--- src/rtl/ysyx_23060229_xbar.sv ---
// ysyx_23060229_xbar
// AXI4 1-to-2 crossbar between the core's io_master port (s_*) and two
// downstream slaves: m0 (main memory window) and m1 (MMIO window).
// Addresses that hit neither window are answered internally with DECERR.
// The read and write paths are independent FSMs. Each path carries one
// transaction at a time.
//
// Handshake rule on every channel: a beat transfers on a rising clock edge
// where valid and ready are both 1. valid never waits for ready, and the
// payload holds steady while valid=1 and ready=0.
//
// Ports:
//   clock, reset               single clock, asynchronous active-low reset
//   s_ar*/s_r*/s_aw*/s_w*/s_b* upstream slave port (from the core)
//   m0_*/m1_*                  downstream master ports (memory / MMIO)
//   o_dbg_rstate/o_dbg_wstate  current read / write FSM state, for checkers
module ysyx_23060229_xbar #(
  parameter logic [31:0] M0_BASE = 32'h8000_0000,
  parameter logic [31:0] M0_MASK = 32'hF800_0000,
  parameter logic [31:0] M1_BASE = 32'h1000_0000,
  parameter logic [31:0] M1_MASK = 32'hF000_0000
) (
  input  logic        clock,
  input  logic        reset,
  // upstream AR / R
  input  logic        s_arvalid,
  output logic        s_arready,
  input  logic [31:0] s_araddr,
  input  logic [3:0]  s_arid,
  input  logic [7:0]  s_arlen,
  input  logic [2:0]  s_arsize,
  input  logic [1:0]  s_arburst,
  output logic        s_rvalid,
  input  logic        s_rready,
  output logic [31:0] s_rdata,
  output logic [1:0]  s_rresp,
  output logic        s_rlast,
  output logic [3:0]  s_rid,
  // upstream AW / W / B
  input  logic        s_awvalid,
  output logic        s_awready,
  input  logic [31:0] s_awaddr,
  input  logic [3:0]  s_awid,
  input  logic [7:0]  s_awlen,
  input  logic [2:0]  s_awsize,
  input  logic [1:0]  s_awburst,
  input  logic        s_wvalid,
  output logic        s_wready,
  input  logic [31:0] s_wdata,
  input  logic [3:0]  s_wstrb,
  input  logic        s_wlast,
  output logic        s_bvalid,
  input  logic        s_bready,
  output logic [1:0]  s_bresp,
  output logic [3:0]  s_bid,
  // downstream m0
  output logic        m0_arvalid,
  input  logic        m0_arready,
  output logic [31:0] m0_araddr,
  output logic [3:0]  m0_arid,
  output logic [7:0]  m0_arlen,
  output logic [2:0]  m0_arsize,
  output logic [1:0]  m0_arburst,
  input  logic        m0_rvalid,
  output logic        m0_rready,
  input  logic [31:0] m0_rdata,
  input  logic [1:0]  m0_rresp,
  input  logic        m0_rlast,
  input  logic [3:0]  m0_rid,
  output logic        m0_awvalid,
  input  logic        m0_awready,
  output logic [31:0] m0_awaddr,
  output logic [3:0]  m0_awid,
  output logic [7:0]  m0_awlen,
  output logic [2:0]  m0_awsize,
  output logic [1:0]  m0_awburst,
  output logic        m0_wvalid,
  input  logic        m0_wready,
  output logic [31:0] m0_wdata,
  output logic [3:0]  m0_wstrb,
  output logic        m0_wlast,
  input  logic        m0_bvalid,
  output logic        m0_bready,
  input  logic [1:0]  m0_bresp,
  input  logic [3:0]  m0_bid,
  // downstream m1
  output logic        m1_arvalid,
  input  logic        m1_arready,
  output logic [31:0] m1_araddr,
  output logic [3:0]  m1_arid,
  output logic [7:0]  m1_arlen,
  output logic [2:0]  m1_arsize,
  output logic [1:0]  m1_arburst,
  input  logic        m1_rvalid,
  output logic        m1_rready,
  input  logic [31:0] m1_rdata,
  input  logic [1:0]  m1_rresp,
  input  logic        m1_rlast,
  input  logic [3:0]  m1_rid,
  output logic        m1_awvalid,
  input  logic        m1_awready,
  output logic [31:0] m1_awaddr,
  output logic [3:0]  m1_awid,
  output logic [7:0]  m1_awlen,
  output logic [2:0]  m1_awsize,
  output logic [1:0]  m1_awburst,
  output logic        m1_wvalid,
  input  logic        m1_wready,
  output logic [31:0] m1_wdata,
  output logic [3:0]  m1_wstrb,
  output logic        m1_wlast,
  input  logic        m1_bvalid,
  output logic        m1_bready,
  input  logic [1:0]  m1_bresp,
  input  logic [3:0]  m1_bid,
  // debug
  output logic [1:0]  o_dbg_rstate,
  output logic [1:0]  o_dbg_wstate
);

  typedef enum logic [1:0] {T_M0 = 2'd0, T_M1 = 2'd1, T_ERR = 2'd2} tgt_e;
  typedef enum logic [1:0] {R_IDLE, R_ADDR, R_DATA, R_ERR} rstate_e;
  typedef enum logic [1:0] {W_IDLE, W_ADDR, W_DATA, W_RESP} wstate_e;

  // m0 wins when both windows match
  function automatic tgt_e decode(input logic [31:0] a);
    if ((a & M0_MASK) == M0_BASE)      return T_M0;
    else if ((a & M1_MASK) == M1_BASE) return T_M1;
    else                               return T_ERR;
  endfunction

  // ---------------- read path ----------------
  rstate_e     r_rstate;
  tgt_e        r_rtgt;
  logic        r_arready;
  logic [31:0] r_raddr;
  logic [3:0]  r_rid;
  logic [7:0]  r_rlen;
  logic [2:0]  r_rsize;
  logic [1:0]  r_rburst;
  logic [7:0]  r_rbeat;
  tgt_e        w_ar_tgt;
  logic        w_m_arready;

  assign w_ar_tgt    = decode(s_araddr);
  assign w_m_arready = (r_rtgt == T_M0) ? m0_arready : m1_arready;

  always_ff @(posedge clock or negedge reset) begin
    if (!reset) begin
      r_rstate  <= R_IDLE;
      r_rtgt    <= T_M0;
      r_arready <= 1'b0;
      r_raddr   <= '0;
      r_rid     <= '0;
      r_rlen    <= '0;
      r_rsize   <= '0;
      r_rburst  <= '0;
      r_rbeat   <= '0;
    end else begin
      case (r_rstate)
        R_IDLE: begin
          if (s_arvalid && r_arready) begin
            r_raddr   <= s_araddr;
            r_rid     <= s_arid;
            r_rlen    <= s_arlen;
            r_rsize   <= s_arsize;
            r_rburst  <= s_arburst;
            r_rtgt    <= w_ar_tgt;
            r_rbeat   <= '0;
            r_arready <= 1'b0;
            r_rstate  <= (w_ar_tgt == T_ERR) ? R_ERR : R_ADDR;
          end else begin
            // first edge after reset release raises arready
            r_arready <= 1'b1;
          end
        end
        R_ADDR: begin
          if (w_m_arready) r_rstate <= R_DATA;
        end
        R_DATA: begin
          if (s_rvalid && s_rready && s_rlast) begin
            r_rstate  <= R_IDLE;
            r_arready <= 1'b1;
          end
        end
        R_ERR: begin
          if (s_rready) begin
            if (r_rbeat == r_rlen) begin
              r_rstate  <= R_IDLE;
              r_arready <= 1'b1;
              r_rbeat   <= '0;
            end else begin
              r_rbeat <= r_rbeat + 8'd1;
            end
          end
        end
        default: r_rstate <= R_IDLE;
      endcase
    end
  end

  assign s_arready  = r_arready;
  assign m0_arvalid = (r_rstate == R_ADDR) && (r_rtgt == T_M0);
  assign m1_arvalid = (r_rstate == R_ADDR) && (r_rtgt == T_M1);
  assign m0_araddr  = r_raddr;
  assign m0_arid    = r_rid;
  assign m0_arlen   = r_rlen;
  assign m0_arsize  = r_rsize;
  assign m0_arburst = r_rburst;
  assign m1_araddr  = r_raddr;
  assign m1_arid    = r_rid;
  assign m1_arlen   = r_rlen;
  assign m1_arsize  = r_rsize;
  assign m1_arburst = r_rburst;

  always_comb begin
    s_rvalid  = 1'b0;
    s_rdata   = '0;
    s_rresp   = '0;
    s_rlast   = 1'b0;
    s_rid     = '0;
    m0_rready = 1'b0;
    m1_rready = 1'b0;
    if (r_rstate == R_DATA) begin
      if (r_rtgt == T_M0) begin
        s_rvalid  = m0_rvalid;
        s_rdata   = m0_rdata;
        s_rresp   = m0_rresp;
        s_rlast   = m0_rlast;
        s_rid     = m0_rid;
        m0_rready = s_rready;
      end else if (r_rtgt == T_M1) begin
        s_rvalid  = m1_rvalid;
        s_rdata   = m1_rdata;
        s_rresp   = m1_rresp;
        s_rlast   = m1_rlast;
        s_rid     = m1_rid;
        m1_rready = s_rready;
      end
    end else if (r_rstate == R_ERR) begin
      s_rvalid = 1'b1;
      s_rresp  = 2'b11;
      s_rid    = r_rid;
      s_rlast  = (r_rbeat == r_rlen);
    end
  end

  // ---------------- write path ----------------
  wstate_e     r_wstate;
  tgt_e        r_wtgt;
  logic        r_awready;
  logic [31:0] r_waddr;
  logic [3:0]  r_wid;
  logic [7:0]  r_wlen;
  logic [2:0]  r_wsize;
  logic [1:0]  r_wburst;
  tgt_e        w_aw_tgt;
  logic        w_m_awready;

  assign w_aw_tgt    = decode(s_awaddr);
  assign w_m_awready = (r_wtgt == T_M0) ? m0_awready : m1_awready;

  always_ff @(posedge clock or negedge reset) begin
    if (!reset) begin
      r_wstate  <= W_IDLE;
      r_wtgt    <= T_M0;
      r_awready <= 1'b0;
      r_waddr   <= '0;
      r_wid     <= '0;
      r_wlen    <= '0;
      r_wsize   <= '0;
      r_wburst  <= '0;
    end else begin
      case (r_wstate)
        W_IDLE: begin
          if (s_awvalid && r_awready) begin
            r_waddr   <= s_awaddr;
            r_wid     <= s_awid;
            r_wlen    <= s_awlen;
            r_wsize   <= s_awsize;
            r_wburst  <= s_awburst;
            r_wtgt    <= w_aw_tgt;
            r_awready <= 1'b0;
            // DECERR skips the downstream address phase
            r_wstate  <= (w_aw_tgt == T_ERR) ? W_DATA : W_ADDR;
          end else begin
            r_awready <= 1'b1;
          end
        end
        W_ADDR: begin
          if (w_m_awready) r_wstate <= W_DATA;
        end
        W_DATA: begin
          // wlast alone ends the data phase; beats are not counted
          if (s_wvalid && s_wready && s_wlast) r_wstate <= W_RESP;
        end
        W_RESP: begin
          if (s_bvalid && s_bready) begin
            r_wstate  <= W_IDLE;
            r_awready <= 1'b1;
          end
        end
        default: r_wstate <= W_IDLE;
      endcase
    end
  end

  assign s_awready  = r_awready;
  assign m0_awvalid = (r_wstate == W_ADDR) && (r_wtgt == T_M0);
  assign m1_awvalid = (r_wstate == W_ADDR) && (r_wtgt == T_M1);
  assign m0_awaddr  = r_waddr;
  assign m0_awid    = r_wid;
  assign m0_awlen   = r_wlen;
  assign m0_awsize  = r_wsize;
  assign m0_awburst = r_wburst;
  assign m1_awaddr  = r_waddr;
  assign m1_awid    = r_wid;
  assign m1_awlen   = r_wlen;
  assign m1_awsize  = r_wsize;
  assign m1_awburst = r_wburst;

  always_comb begin
    s_wready  = 1'b0;
    m0_wvalid = 1'b0;
    m0_wdata  = '0;
    m0_wstrb  = '0;
    m0_wlast  = 1'b0;
    m1_wvalid = 1'b0;
    m1_wdata  = '0;
    m1_wstrb  = '0;
    m1_wlast  = 1'b0;
    s_bvalid  = 1'b0;
    s_bresp   = '0;
    s_bid     = '0;
    m0_bready = 1'b0;
    m1_bready = 1'b0;
    if (r_wstate == W_DATA) begin
      case (r_wtgt)
        T_M0: begin
          m0_wvalid = s_wvalid;
          m0_wdata  = s_wdata;
          m0_wstrb  = s_wstrb;
          m0_wlast  = s_wlast;
          s_wready  = m0_wready;
        end
        T_M1: begin
          m1_wvalid = s_wvalid;
          m1_wdata  = s_wdata;
          m1_wstrb  = s_wstrb;
          m1_wlast  = s_wlast;
          s_wready  = m1_wready;
        end
        default: s_wready = 1'b1;  // DECERR sinks the data
      endcase
    end else if (r_wstate == W_RESP) begin
      case (r_wtgt)
        T_M0: begin
          s_bvalid  = m0_bvalid;
          s_bresp   = m0_bresp;
          s_bid     = m0_bid;
          m0_bready = s_bready;
        end
        T_M1: begin
          s_bvalid  = m1_bvalid;
          s_bresp   = m1_bresp;
          s_bid     = m1_bid;
          m1_bready = s_bready;
        end
        default: begin
          s_bvalid = 1'b1;
          s_bresp  = 2'b11;
          s_bid    = r_wid;
        end
      endcase
    end
  end

  assign o_dbg_rstate = r_rstate;
  assign o_dbg_wstate = r_wstate;

endmodule

--- config.mk ---
export PLATFORM = sky130hd
export DESIGN_NAME = ysyx_23060229_xbar
export DESIGN_NICKNAME = d
export VERILOG_FILES = /design/src/rtl/ysyx_23060229_xbar.sv
export SDC_FILE = /design/constraint.sdc
export NUM_CORES = 1
export LEC_CHECK = 0
export CAP_MARGIN = 20
export CORE_AREA = 4 4 224 226
export CTS_CLUSTER_DIAMETER = 100
export DETAILED_ROUTE_END_ITERATION = 8
export DIE_AREA = 0 0 228 230
export GPL_TIMING_DRIVEN = 0
export PLACE_DENSITY = 0.45
export SLEW_MARGIN = 20
export SYNTH_ARGS = -nofsm -noshare
export SYNTH_HDL_FRONTEND = slang
export SYNTH_SLANG_ARGS = --single-unit
export TNS_END_PERCENT = 100
--- constraint.sdc ---
create_clock -name clock -period 2.2 [get_ports clock]
set_input_delay 0.44 -clock clock [delete_from_list [all_inputs] [get_ports clock]]
set_output_delay 0.44 -clock clock [all_outputs]
set_load 0.005 [all_outputs]
==> metrics.csv, run 1 <==
metric,value,unit
outcome,"finished, violations left",
violations,negative setup slack,
power.share.switching,0.364,
synth_flop_cell,dfrtp_1,
clk_pin_slew,0.06,ns
io_buffers,575,
synth_async_sr_flop_share,1.00,
fp-row-count,81,
worst_slack,-0.194,ns
tritoncts,yes,
synth_top_cell_by_area,dfrtp_1,
ys_types,43,
post-route-util,0.316,
antenna_left,0,
cp.required,1.76,ns
detail_route.vias_per_cell,3.89,
hold_viol_final,0,
ys_top_cells_by_area,"dfrtp_1 (42%), nand2_1 (12%), buf_4 (11%)",
fin_crit,2.39,ns
critPathCaptureType,primary output,
p_total,19700,µW
antenna_found_initial,11,
cts_sinks,116,
syn_to_final_growth,121,%
synthesis.instances,821,
grt_setup_unrepaired,yes,
irDropWorstVdd,0.000535,V
fin_nets,1713,
p_switching,7160,µW
clockRootBuffer,clkbuf_16,
crit_fanout,7,
worstMarginPinSlew,0.665,ns
synth_top_area_frac,0.420,
drt_iter0_markers,294,
power_frac_comb,0.639,
critPathLaunchType,flop,
routabilityCongestion,0.914,
ys_seq_area_frac,0.420,
drv_cap,0,
yosys-top-cells-count,"nand2_1 (212), nor2_1 (143), dfrtp_1 (116)",
synth_area_per_cell,8.42,µm²
numCtsBuffers,17,
synthMostInstantiatedCell,nand2_1,
grt_pass1_vias,9026,
grt.overflow.total,0,
cts_max_path_buffers,2,
top_level_ports,576,
maxSlewHeadroom,0.553,
finalSetupViolCount,43,
clk_latency,0.45,ns
routed_wl,40700,µm
fillCellCount,5162,
die_area,52400,µm²
internal-power,12500,µW
pwr-share-clk,0.149,
grt_usage,0.151,
synth_area,6910,µm²
syn_nets,1068,
timing.final.crit_share,1.09,
r2r_slack,0.14,ns
drv_slew,0,
drive_gt1_frac,0.364,
drc,0,
worstSetupPathType,reg2out,
p_seq_frac,0.212,
die_w,228,µm
ys_ff_latch,116,
htreeDepth,4,
vias,8207,
core_region_area,48300,µm²
start_util,0.143,
synth_edf_count,0,
skew,0.0180,ns
first_pass_iters,6,
ys_warn_count,0,
fp.dieH,230,µm
grt_pass1_wl,59000,µm
cp.arrival,1.95,ns
max_freq,0.418,GHz
hp-class,in2async,
grt_max_degree,67,
dp_hpwl,33200,µm
wl_per_cell,19.3,µm
p_leak,0.00679,µW
p_per_area,1290,nW/µm²
==> power by group through the flow <==
stage | Sequential, µW | Clock, µW | Combinational [µW]
floorplan | 3940 | 0 | 4060
global placement | 4210 | 0 | 10400
detailed placement | 4230 | 0 | 10400
CTS | 4220 | 3080 | 12200
global route | 4350 | 3150 | 13400
finish | 4170 | 2920 | 12600
==> layout make-up <==
class | count | area (µm²) | share of cell area
repair buffers | 632 | 5840 | 0.382
clock inverters | 14 | 175 | 0.0115
clock buffers | 18 | 429 | 0.0281
multi-input cells | 553 | 3940 | 0.258
well taps | 622 | 778 | 0.0510
diodes | 10 | 25.0 | 0.00164
flip-flops and latches | 116 | 2920 | 0.191
plain buffers | 139 | 1140 | 0.0748
inverters | 7 | 30.0 | 0.00197
==> critical path: stages, from the launching register on <==
cell        delay, ns
dfrtp_1          0.36
buf_6            0.11
clkinvlp_4       0.07
or3_4            0.40
buf_12           0.17
clkbuf_16        0.16
nor2_1           0.10
buf_2            0.13
==> kinds of logic (layout without fill, tap and decap cells) <==
group / after synthesis / in the layout / share of synthesized area
fa+ha+maj: 5 / 5 / 0.00905
simple gates: 392 / 392 / 0.228
buf+inv: 152 / 810 / 0.139
compound gates: 50 / 50 / 0.0427
mux: 98 / 98 / 0.151
xor+xnor: 8 / 8 / 0.0101
other cells: 0 / 10 / 0
flops: 116 / 116 / 0.420
==> path summary, 6_finish.rpt <==
path                            cells past startpoint            end             from
worst max-delay path                                7     s_rdata[5]  o_dbg_rstate[1]
worst min-delay path                                2  m0_araddr[24]            reset
worst max register to register                      6   m0_awaddr[7]  o_dbg_wstate[1]
worst min register to register                      2   m0_araddr[1]     m0_araddr[1]
max in group asynchronous                           3    m0_arlen[6]            reset
min in group clock                                  3     m0_arid[2]        s_arid[2]
==> registers in the layout, summed over array words and instances, names as in the netlist <==
signal        flops
m0_awburst        2
s_awready         1
o_dbg_wstate      2
m0_arburst        2
r_rtgt            2
m0_araddr        32
r_rbeat           8
m0_arsize         3
m0_awid           4
m0_arid           4
s_arready         1
m0_awlen          8
m0_awaddr        32
r_wtgt            2
m0_arlen          8
o_dbg_rstate      2
m0_awsize         3
==> timing repair <==
action | 4_1_cts | 5_1_grt
pin swaps | 21 | 34
setup buffers | 47 | 8
endpoints found under the hold margin | 50 | 0
endpoints found under the setup margin | 175 | 150
gates resized for setup | 710 | 142
cloned | 4 | 2
hold buffers | 1 | 0
==> cells in the final DEF, fill, tap and decap left out, types with 13 or more instances in the layout <==
cell type	count
clkdlybuf4s50_1	441
nor2_1	77
nor2_2	33
mux2_2	48
nor2_4	33
dfrtp_1	106
clkbuf_16	23
buf_6	20
nand2_1	175
buf_2	117
buf_4	132
nand2_4	17
o21ai_0	15
clkbuf_2	13
mux2i_1	45
==> layer usage <==
layer | wire [µm] | track usage
met1 | 14800 | 0.153
met2 | 20800 | 0.268
met3 | 3060 | 0.0545
met4 | 2020 | 0.0873
met5 | 10 | 0
==> per-stage QoR <==
stage,TNS (ns),instances,hold WS (ns),setup WS [ns],cell area [µm²]
after CTS,-10.76,2099,0.459,-0.263,14900
after floorplan,0,821,0.144,0.313,6910
after global routing,-9.86,2111,0.490,-0.294,15300
after global placement,-583.12,2018,0.492,-4.55,13400
final,-4.15,2111,0.485,-0.194,15300
after detailed placement,-59.78,2019,0.378,-0.695,13500
(Power assumes the default switching activity.)
==> inputs of run 2 (changes only) <==
- SKIP_LAST_GASP: not set -> 1
==> run 2 against run 1 <==
The flow still finishes with violations (negative setup slack); maximum frequency about the same; critical path depth unchanged; sequential power about the same; die area unchanged; setup slack about the same; core utilization about the same; final area about the same; clock skew about the same; wire length about the same; first-iteration DRC count down 2.0%; non-clock buffer count up 1; final cell count unchanged; critical path type unchanged; critical endpoint unchanged.
==> metrics.csv, run 2 (synthesis gave the netlist of run 1 again) <==
metric,value,unit,change
fp.dieH,230,µm,unchanged
vias,8182,,-0.30%
routabilityCongestion,0.914,,unchanged
finalSetupViolCount,42,,-2.3%
syn_to_final_growth,121,%,about the same
first_pass_iters,4,,-2
hold_viol_final,0,,unchanged
p_per_area,1290,nW/µm²,about the same
maxSlewHeadroom,0.555,,+0.00170
drt_iter0_markers,288,,-2.0%
drc,0,,unchanged
max_freq,0.418,GHz,about the same
clockRootBuffer,clkbuf_16,,
hold-worst-slack,0.487,ns,+0.00200 ns
critPathLaunchType,flop,,
start_util,0.143,,unchanged
reg2reg_from,o_dbg_wstate[1],,
cts_sinks,116,,unchanged
crit_fanout,7,,unchanged
grt_pass1_wl,58800,µm,-0.48%
htreeDepth,4,,unchanged
skew,0.0182,ns,+0.000126 ns
final_common_cell,clkdlybuf4s50_1,,
io_buffers,575,,unchanged
dp_hpwl,33200,µm,unchanged
timing.final.crit_share,1.09,,about the same
antenna_left,0,,unchanged
p_leak,0.00677,µW,-0.30%
outcome,"finished, violations left",,
tritoncts,yes,,
core_region_area,48300,µm²,unchanged
die_w,228,µm,unchanged
top_level_ports,576,,unchanged
routed_wl,40700,µm,about the same
hp-class,in2async,,
grt.overflow.total,0,,unchanged
grt_setup_unrepaired,yes,,
numCtsBuffers,17,,unchanged
die_area,52400,µm²,unchanged
drive_gt1_frac,0.357,,-0.00700
antenna_found_initial,10,,-1
violations,negative setup slack,,
fin_nets,1714,,+0.058%
postLayoutCellArea,15300,µm²,about the same
cts_max_path_buffers,2,,unchanged
cp.arrival,1.95,ns,about the same
detail_route.vias_per_cell,3.88,,-0.30%
irDropWorstVdd,0.000535,V,about the same
cp-startpoint,o_dbg_rstate[1],,
drv_cap,0,,unchanged
drv_slew,0,,unchanged
worst_slack,-0.194,ns,-0.000204 ns
grt_pass1_vias,8945,,-0.90%
clk_pin_slew,0.06,ns,about the same
placed_cell_area,13500,µm²,unchanged
grt_max_degree,67,,unchanged
fp-row-count,81,,unchanged
worstMarginPinSlew,0.662,ns,-0.00252 ns
critPathCaptureType,primary output,,
clk_latency,0.45,ns,about the same
final_cell_mix,"clkdlybuf4s50_1 (442), nand2_1 (175), buf_4 (132)",,
wl_per_cell,19.3,µm,about the same
grt_usage,0.151,,-0.000419
p_total,19700,µW,about the same
cp.required,1.76,ns,about the same
worstSetupPathType,reg2out,,
fin_crit,2.39,ns,+0.000204 ns
[run 2: cell count changes in the layout (fill, tap and decap cells not counted), sizes merged]
cell / previous run / this run
clkbuf: 57 / 64
diode: 10 / 9
clkdlybuf4s50: 441 / 442
buf: 285 / 271
dlygate4sd2: 1 / 2
clkdlybuf4s15: 1 / 7
[run 2: power by group]
part	leakage [µW]	internal [µW]	switching (µW)
Sequential	0.00141	3130	1040
Combinational	0.00508	7610	4950
Clock	0.000276	1790	1130
[run 2: final timing paths]
kind | end | slack (ns) | cells past startpoint
max reg2reg | m0_awaddr[7] | 0.15 | 6
min reg2reg | m0_araddr[1] | 0.52 | 2
max | s_rdata[5] | -0.19 | 7
max in group asynchronous | m0_arlen[6] | 0.96 | 3
min in group clock | m0_arid[2] | 0.52 | 3
min | m0_araddr[24] | 0.49 | 2
[run 2: final cells by class]
cell class / count / area [µm²]
fill: 5175 / 33100
timing repair buffer: 633 / 5890
multi-input combinational: 553 / 3880
sequential: 116 / 2920
buffer: 139 / 1150
tap: 622 / 778
clock buffer: 18 / 429
clock inverter: 14 / 175
inverter: 7 / 30.0
antenna: 9 / 22.5
[run 2: through the flow]
step	util	TNS, ns	setup slack (ns)	cells
6_report	0.316	-4.80	-0.194	2111
5_1_grt	0.316	-10.70	-0.294	2111
4_1_cts	0.309	-12.50	-0.263	2099
3_5_place_dp	0.279	-59.78	-0.695	2019
3_3_place_gp	0.278	-583.12	-4.55	2018
2_1_floorplan	-	0	0.313	821
[run 2: critical path: stages, from the launching register on]
cell and delay, ns:
dfrtp_1 0.36, buf_6 0.11, clkinvlp_4 0.07, or3_4 0.40, buf_12 0.17, clkbuf_16 0.16, nor2_1 0.10, buf_2 0.13
[run 2: repair_timing]
item,CTS,global route
endpoints found under the setup margin,175,151
gates resized for setup,666,151
setup buffers,47,8
pin swaps,15,37
hold endpoints to repair,50,0
cloned,4,2
hold buffers,1,0
[run 2: layer usage]
metal / vias up / global-route usage / part of all wire
met2: 409 / 0.270 / 0.52
met3: 61 / 0.0530 / 0.071
met1: 3856 / 0.154 / 0.37
met5: - / 0 / 0.00025
li1: 3854 / - / -
met4: 2 / 0.0796 / 0.047
